--- src/rtl/pwm_pkg.sv ---
// Shared definitions for the multi-channel PWM block: mode encodings and
// the counting-direction type used by the period counter.
package pwm_pkg;

   localparam logic MODE_EDGE   = 1'b0;
   localparam logic MODE_CENTER = 1'b1;

   typedef enum logic {
      DIR_UP   = 1'b0,
      DIR_DOWN = 1'b1
   } pwm_dir_t;

endpackage

--- src/rtl/pwm_counter.sv ---
// Shared period counter. Counts 0..top and wraps in edge mode, or
// triangles 0..top..1 in center mode. It flags the last cycle of each
// period so the owner can swap in new settings. The counter always
// re-enters a period at 0 counting up.
module pwm_counter
   import pwm_pkg::*;
#(
   parameter int WIDTH = 8
) (
   input  logic             clk,
   input  logic             rst,
   input  logic             en,
   input  logic [WIDTH-1:0] top,
   input  logic             mode,
   output logic [WIDTH-1:0] ctr,
   output logic             boundary
);

   localparam logic [WIDTH-1:0] ZERO = {WIDTH{1'b0}};
   localparam logic [WIDTH-1:0] ONE  = {{(WIDTH-1){1'b0}}, 1'b1};

   pwm_dir_t         dir;
   pwm_dir_t         dir_nxt;
   logic [WIDTH-1:0] ctr_nxt;

   // Next counter value, next direction and last-cycle-of-period detection
   always_comb begin
      boundary = 1'b0;
      ctr_nxt  = ctr;
      dir_nxt  = dir;
      if (top == ZERO) begin
         // Degenerate period: parked at 0, every cycle ends a period
         boundary = 1'b1;
         ctr_nxt  = ZERO;
         dir_nxt  = DIR_UP;
      end else if (mode == MODE_EDGE) begin
         if (ctr == top) begin
            boundary = 1'b1;
            ctr_nxt  = ZERO;
         end else begin
            ctr_nxt  = ctr + ONE;
         end
         dir_nxt = DIR_UP;
      end else begin
         case (dir)
            DIR_UP: begin
               if (ctr != top) begin
                  ctr_nxt = ctr + ONE;
               end else if (top == ONE) begin
                  // top=1: the peak is also the last value of the period
                  boundary = 1'b1;
                  ctr_nxt  = ZERO;
               end else begin
                  ctr_nxt = ctr - ONE;
                  dir_nxt = DIR_DOWN;
               end
            end
            DIR_DOWN: begin
               if (ctr == ONE) begin
                  boundary = 1'b1;
                  ctr_nxt  = ZERO;
                  dir_nxt  = DIR_UP;
               end else begin
                  ctr_nxt = ctr - ONE;
               end
            end
            default: begin
               ctr_nxt = ZERO;
               dir_nxt = DIR_UP;
            end
         endcase
      end
   end

   // Counter and direction state; frozen while disabled
   always_ff @(posedge clk) begin
      if (rst) begin
         ctr <= ZERO;
         dir <= DIR_UP;
      end else if (en) begin
         ctr <= ctr_nxt;
         dir <= dir_nxt;
      end else begin
         ctr <= ctr;
         dir <= dir;
      end
   end

endmodule

--- src/rtl/pwm_multi.sv ---
// Multi-channel PWM generator. One shared period counter drives CHANNELS
// comparators. Duty/top/mode writes land in a shadow set first. They reach
// the active set only on the last cycle of a period, so a running pulse is
// never cut short. A write on that very cycle goes straight to active.
module pwm_multi
   import pwm_pkg::*;
#(
   parameter int CHANNELS = 4,
   parameter int WIDTH    = 8
) (
   input  logic                      clk,
   input  logic                      rst,
   input  logic                      en,
   input  logic [WIDTH-1:0]          top,
   input  logic                      mode,
   input  logic [CHANNELS*WIDTH-1:0] duty,
   input  logic                      wr,
   output logic                      pending,
   output logic                      period_start,
   output logic [CHANNELS-1:0]       pwm
);

   localparam logic [WIDTH-1:0] ZERO = {WIDTH{1'b0}};

   logic [CHANNELS*WIDTH-1:0] sh_duty;
   logic [WIDTH-1:0]          sh_top;
   logic                      sh_mode;
   logic [CHANNELS*WIDTH-1:0] act_duty;
   logic [WIDTH-1:0]          act_top;
   logic                      act_mode;

   logic [WIDTH-1:0]          ctr;
   logic                      boundary;
   logic [CHANNELS-1:0]       pwm_nxt;

   pwm_counter #(
      .WIDTH (WIDTH)
   ) u_counter (
      .clk      (clk),
      .rst      (rst),
      .en       (en),
      .top      (act_top),
      .mode     (act_mode),
      .ctr      (ctr),
      .boundary (boundary)
   );

   // Shadow capture, period-end transfer to active, and pending tracking
   always_ff @(posedge clk) begin
      if (rst) begin
         sh_duty  <= {(CHANNELS*WIDTH){1'b0}};
         sh_top   <= {WIDTH{1'b1}};
         sh_mode  <= MODE_EDGE;
         act_duty <= {(CHANNELS*WIDTH){1'b0}};
         act_top  <= {WIDTH{1'b1}};
         act_mode <= MODE_EDGE;
         pending  <= 1'b0;
      end else begin
         if (wr) begin
            sh_duty <= duty;
            sh_top  <= top;
            sh_mode <= mode;
         end
         if (en && boundary) begin
            // A write landing on the boundary bypasses the shadow
            if (wr) begin
               act_duty <= duty;
               act_top  <= top;
               act_mode <= mode;
            end else begin
               act_duty <= sh_duty;
               act_top  <= sh_top;
               act_mode <= sh_mode;
            end
            pending <= 1'b0;
         end else if (wr) begin
            pending <= 1'b1;
         end else begin
            pending <= pending;
         end
      end
   end

   // Per-channel compare; a duty above top forces a constant high
   for (genvar i = 0; i < CHANNELS; i++) begin : g_cmp
      assign pwm_nxt[i] = (ctr < act_duty[i*WIDTH +: WIDTH]) ||
                          (act_duty[i*WIDTH +: WIDTH] > act_top);
   end

   // Registered outputs: one-cycle lag behind the counter, frozen while disabled
   always_ff @(posedge clk) begin
      if (rst) begin
         pwm          <= {CHANNELS{1'b0}};
         period_start <= 1'b0;
      end else if (en) begin
         pwm          <= pwm_nxt;
         period_start <= (ctr == ZERO);
      end else begin
         pwm          <= pwm;
         period_start <= 1'b0;
      end
   end

endmodule

--- config.mk ---
export PLATFORM = sky130hd
export DESIGN_NAME = pwm_multi
export DESIGN_NICKNAME = d
export VERILOG_FILES = /design/src/rtl/pwm_pkg.sv /design/src/rtl/pwm_counter.sv /design/src/rtl/pwm_multi.sv
export SDC_FILE = /design/constraint.sdc
export NUM_CORES = 1
export LEC_CHECK = 0
export ABC_AREA = 1
export CAP_MARGIN = 20
export CORE_ASPECT_RATIO = 1.25
export CORE_MARGIN = 3
export CORE_UTILIZATION = 30
export DETAILED_ROUTE_END_ITERATION = 7
export PLACE_DENSITY = 0.45
export SETUP_SLACK_MARGIN = 0.3
export SLEW_MARGIN = 20
export SYNTH_ARGS = -nofsm -noshare
export SYNTH_HDL_FRONTEND = slang
export SYNTH_SLANG_ARGS = --single-unit
export TNS_END_PERCENT = 1
--- constraint.sdc ---
create_clock -name clk -period 2.1 [get_ports clk]
set_input_delay 0.21 -clock clk [delete_from_list [all_inputs] [get_ports clk]]
set_output_delay 0.21 -clock clk [all_outputs]
set_load 0.02 [all_outputs]
Word-level counts from Yosys, hierarchy flattened
Index checks and enable logic that the tools add are counted.
{"block": "word_totals", "out_inout_bits": 6, "regBits": 97}
{"block": "op_classes", "n_lt_le_gt_ge": 8, "reduce_logical": 9, "n_addsub": 2, "bitwise_logic": 2, "n_eq_ne": 4, "mux": 23}
{"cell": "8-bit two-way mux", "count": 7}
{"cell": "8-bit greater-than comparator", "count": 4}
{"cell": "8-bit < comparator", "count": 4}
{"cell": "32-bit two-way mux", "count": 1}
{"cell": "8-bit by 1-bit == test with 1-bit output, second input constant", "count": 2}
{"cell": "8-bit logical NOT", "count": 2}
{"cell": "8-bit case mux with 2 select lines", "count": 1}
{"cell": "1-bit two-way mux", "count": 12}
{"cell": "8-bit by 1-bit adder with 8-bit output, second input constant", "count": 1}
{"cell": "8-bit == test", "count": 1}
{"cell": "8-bit != test", "count": 1}
{"cell": "8-bit by 1-bit subtractor with 8-bit output, second input constant", "count": 1}
{"cell": "1-bit logical OR", "count": 4}
{"cell": "1-bit case mux with 2 select lines", "count": 2}
{"cell": "2-bit OR reduction", "count": 2}
{"cell": "1-bit NOT", "count": 2}
{"cell": "1-bit logical AND", "count": 1}

Longest topological paths before layout
Gate-level depths: netlist of run 1.
{"block": "depth", "word_depth": 8, "mapped_depth": 13}

Cells and area by module
A second synthesis of run 1 with hierarchy kept.
{"block": "hier_totals", "hier_cells": 755, "area_unflattened_um2": 5461.5}
{"module": "pwm_multi", "cells_per_inst": 598, "n_inst": 1, "area_each_um2": 4486.8}
{"module": "pwm_counter", "cells_per_inst": 157, "n_inst": 1, "area_each_um2": 974.7}

Worst setup path after synthesis of run 1
Ideal clock, no wire load.
{"block": "synth_path", "path_type": "register to register", "startpoint": "register u_counter.ctr[2]", "endpoint": "register act_duty[10]", "stages_incl_launch_ff": 11, "slack_ns": 0.392, "t_arrival_ns": 1.576, "synth_period_minus_slack_ns": 1.708, "cell_sequence": "dfxtp_1 > buf_2 > xnor2_1 > nand2_1 > nor2_1 > nand2_1 > o21ai_2 > nand2_2 > buf_2 > nand2_1 > a21oi_1"}
{"block": "synth_via", "elab_chain_cells": 6, "elab_cells_between_ends": 10, "cone_classes": "3 x eq/ne; 6 x mux; 1 x reduce/logical"}
{"item": "start, declared", "line": "pwm_counter.sv:15", "source": "output logic [WIDTH-1:0] ctr,"}
{"item": "start signal, assigned", "line": "pwm_counter.sv:81", "source": "ctr <= ctr_nxt;"}
{"item": "start signal, assigned", "line": "pwm_counter.sv:84", "source": "ctr <= ctr;"}
{"item": "8-bit by 1-bit == test with 1-bit output / 8-bit != test (equally long branches)", "line": "pwm_counter.sv:59, pwm_counter.sv:47"}
{"item": "1-bit two-way mux, on equally long branches", "line": "pwm_counter.sv:59, pwm_counter.sv:47"}
{"item": "1-bit case mux with 2 select lines", "line": "pwm_counter.sv:45", "source": "case (dir)"}
{"item": "1-bit two-way mux *", "line": "pwm_counter.sv:36", "source": "end else if (mode == MODE_EDGE) begin"}
{"item": "1-bit two-way mux *", "line": "pwm_counter.sv:31", "source": "if (top == ZERO) begin"}
{"item": "1-bit logical AND *", "line": "pwm_multi.sv:64", "source": "if (en && boundary) begin"}
{"item": "end signal, assigned", "line": "pwm_multi.sv:54", "source": "act_duty <= {(CHANNELS*WIDTH){1'b0}};"}
{"item": "end signal, assigned", "line": "pwm_multi.sv:67", "source": "act_duty <= duty;"}
{"item": "end signal, assigned", "line": "pwm_multi.sv:71", "source": "act_duty <= sh_duty;"}
{"item": "end, declared", "line": "pwm_multi.sv:28", "source": "logic [CHANNELS*WIDTH-1:0] act_duty;"}
Every way passes the cells marked *; elsewhere a longest branch is shown, timed or not.
A chain may end at the register's enable or synchronous reset.

Worst setup path in the final report of run 1
{"block": "layout_path", "startpoint": "register u_counter.ctr[5]", "endpoint": "register act_top[0]"}
{"block": "layout_via", "elab_chain_cells": 6, "elab_cells_between_ends": 10, "cone_classes": "3 x eq/ne; 6 x mux; 1 x reduce/logical"}
{"item": "8-bit by 1-bit == test with 1-bit output / 8-bit != test (equally long branches)", "line": "pwm_counter.sv:59, pwm_counter.sv:47"}
{"item": "1-bit two-way mux, on equally long branches", "line": "pwm_counter.sv:59, pwm_counter.sv:47"}
{"item": "1-bit case mux with 2 select lines", "line": "pwm_counter.sv:45"}
{"item": "1-bit two-way mux *", "line": "pwm_counter.sv:36"}
{"item": "1-bit two-way mux *", "line": "pwm_counter.sv:31"}
{"item": "1-bit logical AND *", "line": "pwm_multi.sv:64"}
{"item": "end signal, assigned", "line": "pwm_multi.sv:55", "source": "act_top <= {WIDTH{1'b1}};"}
{"item": "end signal, assigned", "line": "pwm_multi.sv:68", "source": "act_top <= top;"}
{"item": "end signal, assigned", "line": "pwm_multi.sv:72", "source": "act_top <= sh_top;"}
{"item": "end, declared", "line": "pwm_multi.sv:29", "source": "logic [WIDTH-1:0] act_top;"}
Marked as above.

==> impl_metrics.csv, run 1 <==
group,metric,value,unit
synth,syn_nets,925,
status,status,"complete, no violations",
worst_setup_path,crit_start,"u_counter.ctr[5]",
sta,worst_slew_pin_slew,0.424,ns
power_and_ir_drop,combPwrFrac,0.104,
global_route,grt_first_pass_wirelength,24.8,mm
placement,dpl_cell_area,6480,um2
clock_network,cts.htree.levels,3,
synth,synth_cell_type_count,27,
detailed_routing,drtIter0Drc,279,
clock_network,holdBufCountCts,0,
global_route,gr-total-overflow,0,
sta,max_freq,580,MHz
synth,synth_xor_area_frac,0.0157,
power_and_ir_drop,p_seq_frac,0.485,
layout,syn2layout_area_growth,24.8,%
synth,synth-simple-area-share,0.253,
synth,synth.avg_cell_area,6.84,um2
power_and_ir_drop,p_switching,1040,uW
die,core_area,18200,um2
layout,regArea,1970,um2
synth,synth_seq_cells,97,
detailed_routing,wirelength,15.2,mm
sta,slew_viol_final,0,
worst_setup_path,criticalPathCategory,"reg2reg",
layout,fin_nets,997,
synth,syn_inst,816,
layout,design_area,6960,um2
sta,skew,0.0100,ns
sta,final-setup-viol-count,0,
global_route,track_usage,0.155,
worst_setup_path,cp.arrival,1.99,ns
layout,final_cells,1121,
synth,synth_top_family_by_area,"simple AND/OR/NAND/NOR gates",
die,die_h,159,um
detailed_routing,drt_pass1_iterations,4,
sta,finalHoldViolations,0,
sta,min_period,1.72,ns
placement,portBuffers,50,
detailed_routing,wl_met2,7.30,mm
worst_setup_path,reg2reg_from,"u_counter.ctr[5]",
worst_setup_path,cp-start-kind,"register",
synth,yosys_warnings,0,
placement,place_congestion,0.850,
die,dieArea,20300,um2
detailed_routing,wire_per_inst,13.6,um
detailed_routing,dr.max_layer_used,"met4",
worst_setup_path,cp.required,2.36,ns
worst_setup_path,cp_max_fo,8,
layout,diodes,0,
global_route,grt_pass1_vias,4873,
detailed_routing,vias,5062,
die,die_w,128,um
detailed_routing,antenna_left,0,
clock_network,cts_buffers,9,
clock_network,cts_tree,"built",
placement,dp.cells,1093,
global_route,antenna_found_initial,0,
layout,multi_input_area,3040,um2
sta,setup_tns,0,ns
clock_network,clk_latency,0.36,ns
sta,holdWs,0.322,ns
die,placement_rows,55,
worst_setup_path,crit_path_end_kind,"register",
power_and_ir_drop,ir_drop,384,uV
clock_network,clock_sinks,97,
power_and_ir_drop,intPower,2890,uW
run,maxCapViolCount,0,
sta,min_period_over_period,0.821,
clock_network,cts.reportedPaths.clkPinSlew,0.07,ns
synth,synthMuxAreaShare,0,
synth,yosysSeqAreaShare,0.348,
layout,fillers,2034,
synth,synth_fa_ha_area_frac,0.143,
layout,drive_gt1_frac,0.110,
detailed_routing,met1_length,7.34,mm
worst_hold_path,hold_path.class,"in2reg",
power_and_ir_drop,swShare,0.264,
die,start_util,0.307,
detailed_routing,viasPerCell,4.52,
synth,syn_area,5580,um2
power_and_ir_drop,leakagePower,0.00315,uW
synth,synth_top_area_cell,"dfxtp_1",
die,io_pins,51,
sta,relSlewSlack,0.718,
sta,rsz0062_at_grt,"true",
worst_hold_path,hp-start,"rst",
clock_network,cts_root_buf,"clkbuf_16",
detailed_routing,dr_wl_met3,298,um
power_and_ir_drop,clkPwrFrac,0.410,
placement,hpwl,11.0,mm
detailed_routing,drc,0,
synth,post-synth-top-area-fraction,0.348,
synth,synth_area_leaders,"dfxtp_1, ha_1, nand2_1",
synth,synth_compound_area_frac,0.123,
clock_network,clockBufferDepth,2,
power_and_ir_drop,power_density,565,nW/um2
global_route,grt_max_degree,79,
-- path summary, 6_finish.rpt --
check	slack (ns)	cells past startpoint	to
worst max-delay path	0.38	11	act_top[0]
worst min-delay path	0.32	3	u_counter.ctr[6]
worst max register to register	0.38	11	act_top[0]
worst min register to register	0.46	2	act_duty[16]
-- cells in the mapped netlist --
master      n
a21oi_1    71
ha_1       64
or2_1       1
clkbuf_1   21
a21boi_1    1
nor2_2      1
clkinv_1    2
o21ai_2     1
inv_2       3
a31oi_1     1
nand2_2     2
buf_2       6
nand4_1     9
buf_4       3
nand2_1   193
o21ai_0    48
nand3_1    62
xor2_1      7
or2_2       1
xnor2_1     3
o21a_1      5
o211ai_1    4
dfxtp_1    97
nor3_1      4
nor2_1     72
buf_1       1
inv_1     133
-- per-layer routing --
| layer | global-route usage | vias to the layer above |
|---|---|---|
| li1 | - | 2730 |
| met1 | 0.199 | 2271 |
| met2 | 0.264 | 44 |
| met3 | 0.0232 | 17 |
| met4 | 0.0592 | 0 |
| met5 | 0 | - |
-- critical path: stages, from the launching register on --
cell and delay, ns:
dfxtp_2 0.44, nand2_1 0.07, nand2_1 0.07, nand2_1 0.05
nor2_1 0.12, nand2_2 0.09, o21ai_4 0.23, nand2_4 0.15
buf_6 0.17, buf_4 0.12, nand2_1 0.05, nand2_1 0.05
-- stage by stage --
stage | setup slack [ns] | utilization | power (uW)
after floorplan | 0.392 | - | 2180
after global placement | 0.158 | 0.357 | 2360
after detailed placement | 0.130 | 0.357 | 2370
after CTS | 0.275 | 0.374 | 4010
after global routing | 0.281 | 0.383 | 4140
final | 0.375 | 0.383 | 3930
-- cell type report --
class | instances | area share
multi-input combinational | 550 | 0.437
sequential | 97 | 0.282
timing repair buffer | 92 | 0.124
inverter | 138 | 0.0751
tap | 228 | 0.0410
clock buffer | 9 | 0.0323
clock inverter | 7 | 0.00898
-- power by group through the flow --
stage,Sequential (uW),Clock [uW],Combinational (uW)
CTS,1910,1690,410
detailed placement,1960,0,407
floorplan,1960,0,220
global route,1910,1750,471
global placement,1960,0,408
finish,1910,1610,410
-- cells by family after synthesis --
kind of cell             Yosys count
AO/OA/AOI/OAI                    131
flip-flops                        97
buffers and inverters            169
XOR/XNOR                          10
AND/OR/NAND/NOR                  345
adder cells (fa/ha/maj)           64
-- layout by cell type (no fill, tap or decap), types with 4 or more instances in the layout --
cell type        synthesis  final
clkbuf_16                0      9
o21ai_0                 48     47
nor2_2                   1      5
dfxtp_1                 97     85
nor3_1                   4      4
clkdlybuf4s50_1          0     47
dfxtp_4                  0      4
inv_1                  133    127
nand4_1                  9      9
buf_6                    0      4
a21oi_1                 71     69
nor2_1                  72     66
ha_1                    64     64
xor2_1                   7      7
o21a_1                   5      5
nand2_1                193    191
nand3_1                 62     62
inv_2                    3      7
buf_4                    3     34
dfxtp_2                  0      8
o211ai_1                 4      4
-- sequential cells by signal, indices dropped and copies added, names as in the netlist --
register / cells
act_mode: 1
act_top: 8
pwm: 4
sh_top: 8
pending: 1
act_duty: 32
period_start: 1
u_counter.dir: 1
sh_duty: 32
sh_mode: 1
u_counter.ctr: 8
-- repair_timing --
action,4_1_cts,5_1_grt
buffers inserted,1,11
setup endpoints to repair,52,52
pin swaps,1,9
resized for setup,9,39
Note: power is estimated with default switching activity, not from simulation.
==> run 2: changes to the inputs <==
--- a/config.mk
+++ b/config.mk
@@ -11,7 +11,7 @@
 export CORE_MARGIN = 3
 export CORE_UTILIZATION = 30
 export DETAILED_ROUTE_END_ITERATION = 7
-export PLACE_DENSITY = 0.45
+export PLACE_DENSITY = 0.47
 export SETUP_SLACK_MARGIN = 0.3
 export SLEW_MARGIN = 20
 export SYNTH_ARGS = -nofsm -noshare
==> constraint.sdc (replaced) <==
create_clock -name clk -period 1.5 [get_ports clk]
set_input_delay 0.15 -clock clk [delete_from_list [all_inputs] [get_ports clk]]
set_output_delay 0.15 -clock clk [all_outputs]
set_load 0.02 [all_outputs]
==> run 2 against run 1 <==
The run now ends with setup timing left. Worst setup slack got worse by 0.65 ns. Critical path depth unchanged. Non-clock buffer count is 47 higher. Register-to-register slack lost 0.65 ns. Final area rose by 8.8%. Largest power group unchanged.
==> impl_metrics.csv, run 2 (synthesized netlist as in run 1, its figures left out) <==
group,metric,value,unit
status,status,"finished, violations left",
status,violations,"setup timing",
die,die_w,128,um
placement,place_congestion,0.822,
sta,holdWs,0.207,ns
sta,finalWorstSetupSlack,-0.277,ns
sta,skew,0.00913,ns
power_and_ir_drop,power_density,757,nW/um2
global_route,antenna_found_initial,0,
sta,max_freq,563,MHz
worst_setup_path,rrSetupSlack,-0.28,ns
global_route,grt_max_degree,51,
worst_setup_path,criticalPathCategory,"reg2reg",
power_and_ir_drop,ir_drop,485,uV
global_route,grt_pass1_vias,5181,
die,die_h,159,um
placement,portBuffers,50,
worst_setup_path,cp_cell_sequence,"buf_6 > xnor2_4 > nand2_1 > nor2_1 > nand2_2 > o21ai_4 > buf_6 > nand2_8 > clkbuf_16 > nand2_2 > a21oi_1",
detailed_routing,drtIter0Drc,178,
detailed_routing,vias,5241,
sta,min_period,1.78,ns
clock_network,holdBufCountCts,0,
clock_network,clock_sinks,97,
sta,finalHoldViolations,0,
layout,final_common_cell,"nand2_1",
clock_network,cts_root_buf,"clkbuf_16",
worst_setup_path,cp.required,1.73,ns
clock_network,clockBufferDepth,2,
worst_setup_path,rr_worst_depth,11,
clock_network,cts.reportedPaths.clkPinSlew,0.08,ns
layout,syn2layout_area_growth,35.8,%
detailed_routing,antenna_left,0,
sta,worst_slew_pin_slew,0.390,ns
clock_network,cts_tree,"built",
layout,largestRegisters,"act_duty x32, sh_duty x32",
detailed_routing,wirelength,15.8,mm
worst_setup_path,endpoint,"act_duty[20]",
global_route,gr-total-overflow,0,
detailed_routing,drc,0,
die,start_util,0.307,
layout,diodes,0,
sta,slew_viol_final,0,
layout,final_cell_mix,"nand2_1, inv_1, dfxtp_1",
detailed_routing,drt_pass1_iterations,4,
clock_network,cts.htree.levels,3,
die,io_pins,51,
sta,min_period_over_period,1.18,
detailed_routing,wire_per_inst,13.6,um
run,maxCapViolCount,0,
worst_setup_path,reg2reg_from,"act_top[2]",
global_route,track_usage,0.163,
worst_setup_path,cp-start-kind,"register",
die,placement_rows,55,
clock_network,cts_buffers,9,
sta,relSlewSlack,0.740,
worst_setup_path,cp.arrival,2.00,ns
detailed_routing,viasPerCell,4.49,
layout,fin_nets,1044,
worst_setup_path,critPathSlowestCell,"dfxtp_4",
sta,rsz0062_at_grt,"true",
sta,final-setup-viol-count,55,
placement,hpwl,11.4,mm
sta,setup_tns,-12.34,ns
layout,fin_util,0.417,
power_and_ir_drop,leakagePower,0.00347,uW
worst_setup_path,cp_max_fo,7,
global_route,grt_first_pass_wirelength,26.0,mm
die,dieArea,20300,um2
worst_setup_path,r2r_end,"act_duty[20]",
layout,drive_gt1_frac,0.196,
die,core_area,18200,um2
worst_setup_path,crit_path_end_kind,"register",
power_and_ir_drop,total_power,5740,uW
layout,final_cells,1168,
worst_setup_path,cpPeakStageDelay,0.37,ns
clock_network,clk_latency,0.36,ns
placement,dp.cells,1143,
worst_hold_path,hold_path.class,"in2reg",
worst_setup_path,crit_start,"act_top[2]",
-- run 2: metal layers --
| layer | part of all wire | GRT usage | vias up |
|---|---|---|---|
| met5 | 0 | 0 | - |
| met4 | 0.027 | 0.0622 | 0 |
| met3 | 0.033 | 0.0252 | 20 |
| met2 | 0.45 | 0.267 | 62 |
| met1 | 0.49 | 0.216 | 2333 |
| li1 | - | - | 2826 |
-- run 2: worst max-delay path, delay by kind of cell (launching register included) --
kind	cells	cell delay (ns)
DFF	1	0.37
xor gates and xnor gates	1	0.15
buffers and inverters	3	0.47
AOI/OAI and AO/OA	2	0.21
and+or+nand+nor	5	0.44
-- run 2: how the worst min path moves through the flow --
stage	startpoint	to	slack, ns	cells past startpoint
finish	en	u_counter.ctr[2]	0.21	5
floorplan	top[0]	sh_top[0]	0.30	2
global placement	act_duty[16]	act_duty[16]	0.45	2
CTS	en	u_counter.ctr[2]	0.20	5
global route	en	u_counter.ctr[2]	0.26	5
detailed placement	sh_top[0]	sh_top[0]	0.45	2
-- run 2: repair_timing --
action | 4_1_cts | 5_1_grt
buffers inserted | 4 | 0
pin swaps | 10 | 4
resized for setup | 45 | 48
gates cloned | 3 | 2
endpoints found under the setup margin | 61 | 58
-- run 2: power by group --
part           switching (uW)  internal, uW  leakage [uW]
clock                    1140          1330      0.000154
sequential               27.0          2650      0.000792
combinational             328           274       0.00252
-- run 2: metrics by stage --
stage	setup WS [ns]	area, um2
detailed placement	-0.246	6900
floorplan	-0.0814	5640
CTS	-0.247	7420
global route	-0.394	7580
finish	-0.277	7580
global placement	-0.267	6900
-- run 2: cell type report --
cell class,instances,area (um2)
Multi-Input combinational cell,550,3180
Timing Repair Buffer,139,1320
Inverter,138,520
Fill cell,1942,10600
Clock inverter,7,86.3
Tap cell,228,285
Sequential cell,97,1960
Clock buffer,9,225
